## config.mk

```make
export PLATFORM = sky130hd
export DESIGN_NAME = alu_result_stage
export DESIGN_NICKNAME = d
export VERILOG_FILES = /design/src/rtl/alu_result_stage.sv
export SDC_FILE = /design/constraint.sdc
export NUM_CORES = 1
export LEC_CHECK = 0
export CORE_MARGIN = 4
export CORE_UTILIZATION = 48
export DETAILED_ROUTE_END_ITERATION = 10
export HOLD_SLACK_MARGIN = 0.12
export MAX_ROUTING_LAYER = met4
export PLACE_DENSITY = 0.82
export SETUP_SLACK_MARGIN = 0.4
export SLEW_MARGIN = 20
export SYNTH_ARGS = -nofsm -noshare
export SYNTH_HDL_FRONTEND = slang
export SYNTH_SLANG_ARGS = --single-unit
```

## constraint.sdc

```tcl
create_clock -name clk -period 2.8 [get_ports clk]
set_input_delay 0.56 -clock clk [delete_from_list [all_inputs] [get_ports clk]]
set_output_delay 0.56 -clock clk [all_outputs]
set_load 0.02 [all_outputs]
```

## src/rtl/alu_result_stage.sv

```systemverilog
// -----------------------------------------------------------------------------
// alu_result_stage
//   Pipeline register sitting directly after the ALU result mux. Each entry
//   holds the ALU result, destination tag, the instruction's set-flags bit and
//   the N/Z flags derived from the result at capture time.
//
//   A two-entry skid buffer (head + skid) decouples upstream ready from
//   downstream ready: in_ready is a function of the stored state (and reset)
//   only, so writeback back-pressure never forms a combinational path back
//   into the ALU / decode stages.
//
//   Optional feature macro: ALU_RESULT_STAGE_STALL_CNT_EN
//     defined   : stall_cnt counts cycles with out_valid & ~out_ready,
//                 saturating at 16'hFFFF, cleared only by rst.
//     undefined : no counter is built, stall_cnt is tied to 16'h0000.
// -----------------------------------------------------------------------------
module alu_result_stage #(
    parameter int bits    = 32,
    parameter int tagBits = 4
) (
    input  logic               clk,
    input  logic               rst,
    input  logic               in_valid,
    output logic               in_ready,
    input  logic [bits-1:0]    in_result,
    input  logic [tagBits-1:0] in_tag,
    input  logic               in_setflags,
    output logic               out_valid,
    input  logic               out_ready,
    output logic [bits-1:0]    out_result,
    output logic [tagBits-1:0] out_tag,
    output logic               out_n,
    output logic               out_z,
    output logic               out_flag_we,
    output logic [15:0]        stall_cnt
);

    // Occupancy of the two-entry buffer: nothing, head only, head + skid.
    typedef enum logic [1:0] {
        ST_EMPTY = 2'd0,
        ST_ONE   = 2'd1,
        ST_FULL  = 2'd2
    } state_t;

    // Negative flag: the sign bit of the result.
    function automatic logic calc_n(input logic [bits-1:0] value);
        return value[bits-1];
    endfunction

    // Zero flag: every result lane is zero.
    function automatic logic calc_z(input logic [bits-1:0] value);
        return (value == {bits{1'b0}});
    endfunction

    state_t             state_r;
    state_t             state_next_s;

    logic               in_ready_s;
    logic               out_valid_s;
    logic               accept_s;
    logic               emit_s;

    logic               load_head_in_s;
    logic               load_head_skid_s;
    logic               load_skid_s;

    logic [bits-1:0]    head_result_r;
    logic [tagBits-1:0] head_tag_r;
    logic               head_n_r;
    logic               head_z_r;
    logic               head_fwe_r;

    logic [bits-1:0]    skid_result_r;
    logic [tagBits-1:0] skid_tag_r;
    logic               skid_n_r;
    logic               skid_z_r;
    logic               skid_fwe_r;

    // Handshake terms. in_ready looks only at stored state and reset, so it
    // cannot depend combinationally on out_ready.
    assign in_ready_s  = (state_r != ST_FULL) & ~rst;
    assign out_valid_s = (state_r != ST_EMPTY);
    assign accept_s    = in_valid & in_ready_s;
    assign emit_s      = out_valid_s & out_ready;

    // State register: buffer occupancy, discarded by reset.
    always_ff @(posedge clk or posedge rst) begin
        if (rst) begin
            state_r <= ST_EMPTY;
        end else begin
            state_r <= state_next_s;
        end
    end

    // Next-state logic: occupancy follows accepts and emits.
    always_comb begin
        state_next_s = state_r;
        case (state_r)
            ST_EMPTY: begin
                if (accept_s) begin
                    state_next_s = ST_ONE;
                end else begin
                    state_next_s = ST_EMPTY;
                end
            end
            ST_ONE: begin
                if (accept_s && !emit_s) begin
                    state_next_s = ST_FULL;
                end else if (emit_s && !accept_s) begin
                    state_next_s = ST_EMPTY;
                end else begin
                    state_next_s = ST_ONE;
                end
            end
            ST_FULL: begin
                if (emit_s) begin
                    state_next_s = ST_ONE;
                end else begin
                    state_next_s = ST_FULL;
                end
            end
            default: begin
                state_next_s = ST_EMPTY;
            end
        endcase
    end

    // Output/control decode: which entry registers load this cycle.
    always_comb begin
        load_head_in_s   = 1'b0;
        load_head_skid_s = 1'b0;
        load_skid_s      = 1'b0;
        case (state_r)
            ST_EMPTY: begin
                if (accept_s) begin
                    load_head_in_s = 1'b1;
                end else begin
                    load_head_in_s = 1'b0;
                end
            end
            ST_ONE: begin
                if (accept_s && emit_s) begin
                    // Head leaves and the new word replaces it in the same cycle.
                    load_head_in_s = 1'b1;
                end else if (accept_s) begin
                    // Head is stuck, park the new word in the skid slot.
                    load_skid_s = 1'b1;
                end else begin
                    load_head_in_s = 1'b0;
                end
            end
            ST_FULL: begin
                if (emit_s) begin
                    load_head_skid_s = 1'b1;
                end else begin
                    load_head_skid_s = 1'b0;
                end
            end
            default: begin
                load_head_in_s   = 1'b0;
                load_head_skid_s = 1'b0;
                load_skid_s      = 1'b0;
            end
        endcase
    end

    // Head entry: drives the outputs directly; held while not emitted.
    always_ff @(posedge clk or posedge rst) begin
        if (rst) begin
            head_result_r <= {bits{1'b0}};
            head_tag_r    <= {tagBits{1'b0}};
            head_n_r      <= 1'b0;
            head_z_r      <= 1'b0;
            head_fwe_r    <= 1'b0;
        end else if (load_head_in_s) begin
            head_result_r <= in_result;
            head_tag_r    <= in_tag;
            head_n_r      <= calc_n(in_result);
            head_z_r      <= calc_z(in_result);
            head_fwe_r    <= in_setflags;
        end else if (load_head_skid_s) begin
            head_result_r <= skid_result_r;
            head_tag_r    <= skid_tag_r;
            head_n_r      <= skid_n_r;
            head_z_r      <= skid_z_r;
            head_fwe_r    <= skid_fwe_r;
        end else begin
            head_result_r <= head_result_r;
            head_tag_r    <= head_tag_r;
            head_n_r      <= head_n_r;
            head_z_r      <= head_z_r;
            head_fwe_r    <= head_fwe_r;
        end
    end

    // Skid entry: catches the word accepted while the head is blocked.
    always_ff @(posedge clk or posedge rst) begin
        if (rst) begin
            skid_result_r <= {bits{1'b0}};
            skid_tag_r    <= {tagBits{1'b0}};
            skid_n_r      <= 1'b0;
            skid_z_r      <= 1'b0;
            skid_fwe_r    <= 1'b0;
        end else if (load_skid_s) begin
            skid_result_r <= in_result;
            skid_tag_r    <= in_tag;
            skid_n_r      <= calc_n(in_result);
            skid_z_r      <= calc_z(in_result);
            skid_fwe_r    <= in_setflags;
        end else begin
            skid_result_r <= skid_result_r;
            skid_tag_r    <= skid_tag_r;
            skid_n_r      <= skid_n_r;
            skid_z_r      <= skid_z_r;
            skid_fwe_r    <= skid_fwe_r;
        end
    end

`ifdef ALU_RESULT_STAGE_STALL_CNT_EN
    logic [15:0] stall_cnt_r;

    // Back-pressure counter: one count per blocked cycle, sticks at all-ones.
    always_ff @(posedge clk or posedge rst) begin
        if (rst) begin
            stall_cnt_r <= 16'h0000;
        end else if (out_valid_s && !out_ready && (stall_cnt_r != 16'hFFFF)) begin
            stall_cnt_r <= stall_cnt_r + 16'h0001;
        end else begin
            stall_cnt_r <= stall_cnt_r;
        end
    end

    assign stall_cnt = stall_cnt_r;
`else
    assign stall_cnt = 16'h0000;
`endif

    assign in_ready    = in_ready_s;
    assign out_valid   = out_valid_s;
    assign out_result  = head_result_r;
    assign out_tag     = head_tag_r;
    assign out_n       = head_n_r;
    assign out_z       = head_z_r;
    assign out_flag_we = head_fwe_r;

endmodule

```

# [Word-level counts from Yosys, hierarchy flattened]
# Cells that the tools add are included.
[word_totals] ff_bits=80 in_bits=41 output_inout_bits=57 wordCells=49
[op_classes] eq_ne=3 n_mux=22 bitwise_logic=4 n_reduce_logical=9
[op_table] op="$mux 32" n=2
[op_table] op="$logic_not 32->1" n=1
[op_table] op="$mux 1" n=14
[op_table] op="$mux 4" n=2
[op_table] op="$pmux 2 s3" n=1
[op_table] op="$mux 2" n=2
[op_table] op="$reduce_bool 2->1" n=2
[op_table] op="$and 1x1->1" n=3
[op_table] op="$logic_and 1x1->1" n=3
[op_table] op="$eq 2x1->1 const B" n=1
[op_table] op="$eq 2x2->1 const B" n=1
[op_table] op="$logic_not 1->1" n=2
[op_table] op="$logic_not 2->1" n=1
[op_table] op="$ne 2x2->1 const B" n=1
[op_table] op="$pmux 1 s2" n=1
[op_table] op="$not 1->1" n=1

# [Longest topological paths before layout]
# Gate-level depths: netlist of run 1.
[depth] word_depth=8 ltp_mapped=7 depth_no_buf=5

# [Worst setup path before layout of run 1]
# Ideal clock, no wire load.
[synth_timing] path_type="input -> register" from="input rst" to="register state_r[1]" setup_time_ns=0.081 arrival_time_ns=2.496 required_ns=2.719 path_slack_ns=0.223 cell_stages=3 n_path_buf=0 path_cell_list="inv_1 -> a31oi_1 -> nor2_1"
[synth_between] elab_chain_len=6
[synth_rtl] item="from (decl)" line_no="22" text="input logic rst,"
[synth_rtl] item="$not 1->1" line_no="81" text="assign in_ready_s = (state_r != ST_FULL) & ~rst;"
[synth_rtl] item="$and 1x1->1" line_no="81"
[synth_rtl] item="$and 1x1->1" line_no="83" text="assign accept_s = in_valid & in_ready_s;"
[synth_rtl] item="$logic_and 1x1->1" line_no="107" text="if (accept_s && !emit_s) begin"
[synth_rtl] item="$mux 2" line_no="107"
[synth_rtl] item="$pmux 2 s3" line_no="98" text="case (state_r)"
[synth_rtl] item="via state_next_s[1]" line_no="56" text="state_t state_next_s;"
[synth_rtl] item="to (signal assigned)" line_no="91" text="state_r <= state_next_s;"
[synth_rtl] item="to (decl)" line_no="55" text="state_t state_r;"
# The timed path passes the listed nets, and every way through them passes these cells.
# A chain may end at the register's enable or synchronous reset.

# [Worst setup path in the final report of run 1]
[layout_timing] from="input rst" to="output in_ready"
[layout_between] elab_chain_len=2
[layout_rtl] item="$not 1->1" line_no="81"
[layout_rtl] item="$and 1x1->1" line_no="81"
[layout_rtl] item="to (decl)" line_no="24" text="output logic in_ready,"
# Every way passes these cells.

==> results by group, run 1 <==
Logic synthesis
  – Register area share after synthesis: 55.0%
  – Simple-Gate Fraction of Synth Area: 12.5%
  – Mapped Cells: 295
  – XOR/XNOR share of the synthesized area: 0%
  – Post-synthesis area per instance: 12.0 sq um
  – Ys flop type: dfrtp_1
  – Compound-gate portion of the synthesized area: 10.2%
  – Synth unique cells: 29
  – Post-synth EDFFs: 0
  – Main combinational cell family by area after synthesis: multiplexers
  – Asr flop ratio synth: between 90% and 100%
  – Register bit total from synthesis: 78
  – Mapped cell area: 0.00355 sq mm
  – Post-Synth Adder-Cell Area: 0.353%
  – Mux cell area share after synthesis: 14.5%
  – Synth warn: 0

Global routing
  – Total grt overflow: 0
  – Vias in the first global route: around 2,400
  – Global-route wire length before repair: ~12 mm
  – Initial antenna violation count: 0
  – Pin count of the biggest net entering global routing: 79
  – Tot GR Track Use: 18.0%

Timing
  – RSZ-0062 raised after global routing: false
  – Pins over their slew limit: 0
  – Clk_skew: 0.00692 ns
  – Final setup fails: 0
  – Rel. slew slack: between 50% and 60%
  – Period minus WS final: roughly 2.3 ns
  – Slew @ Worst Pin: 0.649 ns
  – Final hold vios: 0
  – Worst hold slack: 0.477 ns
  – Setup TNS: 0 ns
  – Ratio of final minimum period to clock period: 83.4%
  – Fmax achieved: around 430 MHz

Worst setup path
  – CP max FO: 3
  – CP startpoint: rst
  – R2R Path Start: state_r[1]
  – Most Frequent Cell on Critical Path: clkdlybuf4s50_1
  – Worst-path cell chain: clkdlybuf4s50_1 > nor2_1 > clkdlybuf4s50_1
  – R2R Path End: out_result[29]
  – Worst r2r path cells: 5
  – WP buf/inv: 2
  – R2R setup slack: 0.93 ns
  – Crit path max-delay family: buffers and inverters
  – Worst Setup Start Kind: input port
  – Critical Path AT: 1.77 ns
  – Crit. End Element: output pin
  – Crit path max-delay cell type: clkdlybuf4s50_1
  – CP required: 2.24 ns
  – Slowest stage delay, CP: 0.61 ns
  – Crit Path Class: in2out

Layout
  – Final core utilization: 63.4%
  – Number of diodes: 0
  – Layout cells sized above 1: about a fifth
  – Final net count: 416
  – Design Area, Final: 0.00457 sq mm
  – Layout Area Growth over Synthesis: 28.9%
  – Non-filler instance count after layout: 478

Place
  – IO buf count: 81
  – DP HPWL: 5.07 mm
  – Placed Cells: 462
  – Placed Area: roughly 0.0044 sq mm
  – RD Place Congestion: 0.826

Worst hold path
  – Hold Path Stages: 2
  – Hold Crit Start: out_result[0]
  – Worst Hold Endpoint: out_result[0]
  – Hold Path Class: reg2reg

Pwr
  – Switch share: 32.2%
  – Psw: 1.45 mW
  – Logic gate share of total power: 37.1%
  – Static Leak: between 2 and 2.5 nW
  – Peak VDD IR: 0.474 mV
  – Flop pwr share: 42.8%
  – Clock share of power: 20.2%
  – Int Pwr: 3.05 mW
  – P per Cell Area: roughly 980 mW/mm^2

Floorplanning
  – Row Count: 31
  – I/O Pins: ~100
  – Initial Util: between 40 and 50%
  – Die X: around 94 microns
  – Core region area: 0.00721 sq mm
  – Die Area: slightly below 0.009 sq mm
  – Die Y: 94.0 microns

Job
  – Max-Cap Viols: 0

Route
  – DRC: 0
  – Final ANT Viol Nets: 0
  – Via-to-Cell Ratio: between 5 and 6
  – Initial drt markers: about 130
  – First-pass DRT Iterations: 4
  – Final wirelength: 7.47 mm
  – Routed wire per std cell: 15.6 microns
  – Via count: 2,492

Clock tree
  – CTS clk-pin slew, worst paths: 0.08 ns
  – Later-pin clock latency in the skew report: 0.33 ns
  – Root Driver: clkbuf_8
  – TritonCTS clock tree: built
  – Hold_buf cts: 0
  – Post-CTS setup buffer count: 0
  – Longest Clk Path Bufs: 2
  – PostCTS Resize Cnt: 0
  – TritonCTS buffer count: 9
  – H-tree levels: 3
  – CTS Sinks: 78

Outcome
  – Status: completed
-- power by group through the flow --
stage	Clock, mW	Sequential, mW	Combinational, mW
after floorplan	0	2.14	0.782
after global placement	0	1.92	1.64
after detailed placement	0	1.93	1.68
after CTS	0.918	1.92	1.69
after global routing	0.979	1.99	1.79
final	0.907	1.93	1.67
-- cell type report --
type	instances	area, sq um
multi-input combinational	198	1400
tap	99	124
inverter	1	7.51
clock buffer	12	145
timing repair buffer	86	873
clock inverter	4	70.1
sequential	78	1950
fill	579	2640
-- cells by family after synthesis --
group | count (synthesis)
DFF | 78
AOI/OAI and AO/OA | 42
and+or+nand+nor | 100
adders and majority gates | 1
other | 1
muxes | 39
buffers and inverters | 34
-- how the worst max path moves through the flow --
stage                     end  depth (start not counted)
6_report             in_ready                          3
4_1_cts              in_ready                          3
3_5_place_dp   out_result[29]                          6
5_1_grt              in_ready                          3
3_3_place_gp       out_tag[3]                          6
2_1_floorplan      state_r[1]                          3
-- cells in the mapped netlist, types with 2 or more instances --
| library cell | n | area, sq um |
|---|---|---|
| nand4_1 | 2 | 12.5 |
| mux2_4 | 20 | 300 |
| nor4_1 | 8 | 50.1 |
| a22oi_1 | 27 | 203 |
| dfrtp_1 | 78 | 1950 |
| buf_4 | 17 | 128 |
| nor2b_2 | 2 | 17.5 |
| nand2_1 | 76 | 285 |
| a22oi_2 | 10 | 125 |
| mux2_2 | 18 | 203 |
| buf_2 | 7 | 35.0 |
| nor2_1 | 6 | 22.5 |
| buf_6 | 8 | 90.1 |
-- stage by stage --
step	power, mW	setup slack, ns
3_3_place_gp	3.56	0.406
3_5_place_dp	3.62	0.302
2_1_floorplan	2.92	0.644
6_report	4.50	0.466
5_1_grt	4.76	0.409
4_1_cts	4.53	0.450
-- flip-flops by register name (all words and copies together), names as in the netlist --
| register | flops |
|---|---|
| out_flag_we | 1 |
| out_result | 32 |
| out_tag | 4 |
| out_z | 1 |
| skid_fwe_r | 1 |
| skid_result_r | 32 |
| skid_tag_r | 4 |
| skid_z_r | 1 |
| state_r | 2 |
-- cells in the final DEF, fill, tap and decap left out, drive strengths merged, types with 5 or more instances in the layout --
cell	count
nor2	6
nand2	76
a22oi	37
dfrtp	78
nor4	8
clkdlybuf4s50	81
mux2	38
clkbuf	12
conb	16
buf	5
-- layer usage --
metal | part of all wire, % | track usage (%) | vias up
li1 | - | - | 1152
met1 | 46 | 24.9 | 1256
met2 | 47 | 26.5 | 80
met3 | 6.3 | 5.13 | 4
met4 | 0.39 | 4.09 | 0
met5 | 0 | - | -
-- tightest hold or removal path: stages (launching register included) --
cell	delay [ns]
dfrtp_1	0.34
nand2_1	0.05
nand2_1	0.05
No activity file was read; power rests on OpenSTA's default activity.
==> run 2, diff against run 1 <==
- clock period: 2.8 -> 2.3 ns (I/O delays scaled with it)
==> run 2 against run 1 <==
Effect of this change: sequential power up 21%; critical path type is now reg2out; largest cell class unchanged; combinational power is 24% higher; design area rose by 1.4%; core utilization grew 0.87 points; total power rose by 22%; sequential share of layout area is 0.52 points lower; worst hold slack worse by 0.13 ns; setup slack improved by 0.018 ns; non-clock buffer count up 2; flip-flop and latch count is the same.
==> results by group, run 2 (same netlist as run 1, synthesis figures left out) <==
Outcome
  – Status: completed

Pwr
  – Logic gate share of total power: 37.6% (+0.5 points)
  – Static Leak: 2.18 nW (+2.1%)
  – Power Total: 5.51 mW (+22%)
  – Switch share: 32.2% (about the same)
  – P per Cell Area: 1190 mW/mm^2 (+21%)
  – Peak VDD IR: 0.664 mV (+40%)
  – Psw: 1.78 mW (+22%)
  – Clock share of power: 20.1% (about the same)
  – Int Pwr: 3.74 mW (+22%)
  – Flop pwr share: 42.2% (-0.6 points)

Worst setup path
  – R2R Path Start: state_r[0]
  – CP required: 1.84 ns (-0.40 ns)
  – Worst Setup Start Kind: flip-flop
  – CP max FO: 7 (+4)
  – CP startpoint: state_r[0]
  – Crit Path Class: reg2out
  – Critical Path AT: 1.36 ns (-0.41 ns)
  – Crit. End Element: output pin

Place
  – IO buf count: 81 (unchanged)
  – DP HPWL: 5.02 mm (-0.91%)
  – RD Place Congestion: 0.849 (+2.8%)
  – Placed Area: 0.00438 sq mm (+0.57%)

Clock tree
  – Later-pin clock latency in the skew report: 0.34 ns (about the same)
  – Root Driver: clkbuf_8
  – CTS clk-pin slew, worst paths: 0.07 ns (about the same)
  – CTS Sinks: 78 (unchanged)
  – Hold_buf cts: 0 (unchanged)
  – TritonCTS buffer count: 9 (unchanged)
  – H-tree levels: 3 (unchanged)
  – TritonCTS clock tree: built
  – Longest Clk Path Bufs: 2 (unchanged)

Layout
  – Number of diodes: 0 (unchanged)
  – Layout Area Growth over Synthesis: 30.7%
  – Commonest cells after routing, fill and taps aside: 78 x clkdlybuf4s50_1, 76 x dfrtp_1, 75 x nand2_1
  – Design Area, Final: 0.00463 sq mm (+1.4%)
  – Final net count: 418 (+0.48%)
  – Layout cells sized above 1: 21.3% (+1.2 points)
  – Commonest non-fill, non-tap cell in the layout: clkdlybuf4s50_1

Job
  – Max-Cap Viols: 0 (unchanged)

Timing
  – Fmax achieved: roughly 550 MHz
  – Final setup fails: 0 (unchanged)
  – Ratio of final minimum period to clock period: between 70% and 80%
  – Clk_skew: 0.00854 ns (+0.00162 ns)
  – Pins over their slew limit: 0 (unchanged)
  – RSZ-0062 raised after global routing: false
  – Worst hold slack: 0.344 ns (-0.133 ns)
  – Setup TNS: 0 ns (unchanged)
  – Final hold vios: 0 (unchanged)
  – Period minus WS final: 1.82 ns

Route
  – Final ANT Viol Nets: 0 (unchanged)
  – Routed wire per std cell: 15.7 microns (+0.72%)
  – Via count: 2,444 (-1.9%)
  – Initial drt markers: 109 (-17%)
  – DRC: 0 (unchanged)
  – Final wirelength: 7.56 mm (+1.1%)
  – First-pass DRT Iterations: 5 (+1)
  – Via-to-Cell Ratio: 5.09 (-2.3%)

Global routing
  – Global-route wire length before repair: 12.0 mm (-0.35%)
  – Initial antenna violation count: 0 (unchanged)
  – Tot GR Track Use: 17.9% (-0.099 points)
  – Pin count of the biggest net entering global routing: 79 (unchanged)
  – Total grt overflow: 0 (unchanged)
  – Vias in the first global route: 2,495 (+3.5%)

Floorplanning
  – Die Area: 0.00883 sq mm (unchanged)
  – I/O Pins: 98 (unchanged)
  – Initial Util: 49.2% (unchanged)
  – Die Y: 94.0 microns (unchanged)
  – Row Count: 31 (unchanged)
  – Core region area: 0.00721 sq mm (unchanged)
  – Die X: 94.0 microns (unchanged)

Worst hold path
  – Hold Path Class: in2async
[run 2: critical path, cell delays in order (launching register included)]
cell             delay [ns]
dfrtp_2                0.44
or2_2                  0.30
clkdlybuf4s15_1        0.29
[run 2: cell type report]
| cell class | instances | area [sq um] |
|---|---|---|
| clock inverter | 4 | 70.1 |
| fill | 568 | 2580 |
| timing repair buffer | 88 | 928 |
| sequential | 78 | 1950 |
| multi-input combinational | 198 | 1400 |
| clock buffer | 12 | 145 |
| tap | 99 | 124 |
| inverter | 1 | 7.51 |
[run 2: power groups by stage]
stage | clock network (mW) | registers [mW] | logic [mW]
floorplan | 0 | 2.61 | 0.952
global placement | 0 | 2.32 | 2.01
detailed placement | 0 | 2.34 | 2.07
CTS | 1.14 | 2.32 | 2.08
global route | 1.20 | 2.40 | 2.22
finish | 1.11 | 2.33 | 2.07
[run 2: final timing paths]
kind	endpoint	slack, ns	cells after the start
max reg2reg	skid_result_r[18]	0.57	6
min in group clk	out_result[4]	0.47	2
min	out_result[11]	0.34	3
max in group asynchronous	state_r[0]	1.64	3
min reg2reg	out_result[4]	0.47	2
max	out_valid	0.48	2
[run 2: per-stage QoR]
stage / cells / util [%] / setup slack, ns
after detailed placement: 462 / 60.7 / 0.0394
after global placement: 462 / 60.7 / 0.104
after floorplan: 310 / - / 0.244
after CTS: 479 / 63.8 / 0.410
final: 480 / 64.2 / 0.484
after global routing: 480 / 64.2 / 0.429
[run 2: repair_timing]
action                                 CTS  global route
buffers inserted                         1             0
gates cloned                             0             1
setup endpoints to repair                2            20
endpoints found under the hold margin    0             0
gates resized for setup                  3             6
[run 2: per-layer routing]
metal,vias up,track usage (%),wire length (microns)
met1,1211,22.7,3380
met4,0,7.46,80
li1,1152,-,-
met2,72,27.7,3690
met3,9,4.17,413
met5,-,-,0
==> run 3, diff against run 2 <==
- clock period: 2.3 -> 1.9 ns (I/O delays scaled with it)
==> run 3 against run 2 <==
Effect of this change: sequential share of layout area shrank 5.3 points; flip-flop and latch count is the same; highest routed layer unchanged; die area is the same; critical endpoint is now skid_result_r[25]; setup slack lost 0.29 ns; critical path type is now reg2reg; largest power group is now combinational cells; critical path depth grew 5; final cell count grew 5.2%.
==> results by group, run 3 (same netlist as run 1, synthesis figures left out) <==
Place
  – Placed Area: 0.00448 sq mm (+2.2%)
  – DP HPWL: 5.36 mm (+6.7%)
  – Dpl ws: -0.145 ns (-0.184 ns)
  – RD Place Congestion: 0.828 (-2.6%)
  – IO buf count: 81 (unchanged)

Clock tree
  – TritonCTS buffer count: 9 (unchanged)
  – CTS clk-pin slew, worst paths: 0.08 ns (about the same)
  – Longest Clk Path Bufs: 2 (unchanged)
  – H-tree levels: 3 (unchanged)
  – TritonCTS clock tree: built
  – Hold_buf cts: 0 (unchanged)
  – Later-pin clock latency in the skew report: 0.35 ns (about the same)
  – CTS Sinks: 78 (unchanged)
  – Root Driver: clkbuf_8

Worst setup path
  – Worst setup endpoint: skid_result_r[25]
  – CP required: 2.14 ns (+0.30 ns)
  – CP startpoint: state_r[0]
  – Crit Path Class: reg2reg
  – R2R setup slack: 0.20 ns (-0.37 ns)
  – R2R Path End: skid_result_r[25]
  – Critical Path AT: 1.94 ns (+0.58 ns)
  – Worst Setup Start Kind: flip-flop
  – Crit. End Element: flip-flop
  – R2R Path Start: state_r[0]
  – Worst r2r path cells: 7 (+1)
  – CP max FO: 8 (+1)

Job
  – Max-Cap Viols: 0 (unchanged)

Floorplanning
  – I/O Pins: 98 (unchanged)
  – Die X: 94.0 microns (unchanged)
  – Core region area: 0.00721 sq mm (unchanged)
  – Die Y: 94.0 microns (unchanged)
  – Die Area: 0.00883 sq mm (unchanged)
  – Row Count: 31 (unchanged)
  – Initial Util: 49.2% (unchanged)

Timing
  – Fmax achieved: roughly 590 MHz
  – Worst hold slack: 0.341 ns (-0.00318 ns)
  – Final hold vios: 0 (unchanged)
  – Clk_skew: 0.00589 ns (-0.00265 ns)
  – RSZ-0062 raised after global routing: true
  – Pins over their slew limit: 0 (unchanged)
  – Period minus WS final: roughly 1.7 ns
  – Final setup fails: 0 (unchanged)
  – Final Worst Setup Slack: 0.198 ns (-0.286 ns)
  – Ratio of final minimum period to clock period: between 80 and 90%

Outcome
  – Status: completed

Route
  – First-pass DRT Iterations: 4 (-1)
  – Final ANT Viol Nets: 0 (unchanged)
  – Via count: 2,671 (+9.3%)
  – Routed wire per std cell: 19.2 microns (+22%)
  – DRC: 0 (unchanged)
  – Via-to-Cell Ratio: 5.29 (+3.9%)
  – Initial drt markers: 93 (-15%)
  – Final wirelength: 9.71 mm (+28%)

Global routing
  – Global-route wire length before repair: 14.5 mm (+21%)
  – Gr busiest metal: met2
  – Grt met2 use: 35.8% (+8.1 points)
  – Routing usage on met1: 28.1% (+5.4 points)
  – Pin count of the biggest net entering global routing: 79 (unchanged)
  – Vias in the first global route: 2,807 (+13%)
  – Initial antenna violation count: 0 (unchanged)
  – Total grt overflow: 0 (unchanged)
  – Tot GR Track Use: 22.3% (+4.4 points)
  – Met3 Use GR: 4.01% (-0.16 points)

Layout
  – Design Area, Final: 0.00529 sq mm (+14%)
  – Multi-input gate area: 0.00171 sq mm (+22%)
  – Layout cells sized above 1: 40.4% (+19 points)
  – Final net count: 444 (+6.2%)
  – Commonest cells after routing, fill and taps aside: 78 x dfrtp_1, 38 x dlygate4sd2_1, 37 x clkdlybuf4s50_1
  – FILL cells: 477 (-16%)
  – Final core utilization: 73.3% (+9.0 points)
  – Register Area: 0.00195 sq mm (-0.13%)
  – Layout Area Growth over Synthesis: 49.0%
  – Commonest non-fill, non-tap cell in the layout: dfrtp_1
  – Number of diodes: 0 (unchanged)

Pwr
  – Peak VDD IR: 0.841 mV (+27%)
  – P per Cell Area: 1380 mW/mm^2 (+16%)
  – Static Leak: 2.59 nW (+19%)

Worst hold path
  – Hold Path Class: in2async
-- run 3: layer usage --
metal | vias to the layer above | wire length (microns)
li1 | 1205 | -
met1 | 1347 | 4170
met2 | 99 | 4810
met3 | 20 | 517
met4 | 0 | 215
met5 | - | 0
-- run 3: area by class of cell --
cell class | instances | share of cell area [%]
inverter | 1 | 0.142
multi-input combinational | 198 | 32.3
timing repair buffer | 114 | 24.4
clock inverter | 5 | 1.42
sequential | 78 | 36.9
tap | 99 | 2.34
clock buffer | 10 | 2.41
-- run 3: repair_timing --
| item | CTS | global route |
|---|---|---|
| gates resized for setup | 106 | 62 |
| buffers inserted | 10 | 2 |
| gates cloned | 7 | 1 |
| pin swaps | 25 | 19 |
| setup endpoints to repair | 116 | 82 |
-- run 3: how the worst min path moves through the flow --
stage / from / endpoint / slack (ns)
after CTS: rst / state_r[1] / 0.36
after global placement: out_result[5] / out_result[5] / 0.46
final: rst / state_r[1] / 0.34
after detailed placement: out_result[20] / out_result[20] / 0.46
after floorplan: out_ready / state_r[1] / 0.45
after global routing: rst / state_r[1] / 0.41
-- run 3: report_power, final --
group / total (mW) / switching, mW / internal [mW]
clock: 1.32 / 0.596 / 0.727
combinational: 3.01 / 1.39 / 1.62
sequential: 2.96 / 0.567 / 2.39
total: 7.29 / 2.55 / 4.74
-- run 3: per-stage QoR --
stage	power [mW]	setup TNS [ns]	instances
final	7.29	0	505
after global routing	7.63	0	505
after CTS	6.94	0	502
after detailed placement	5.41	-6.23	470
after global placement	5.32	-4.25	470
after floorplan	4.35	-0.0762	310
-- run 3: critical path: stages (launching register included) --
cell and delay (ns):
dfrtp_1 0.40, and2b_4 0.26, buf_4 0.11, nor2_4 0.03
ha_4 0.17, nand2_8 0.12, buf_12 0.15, mux2_2 0.33
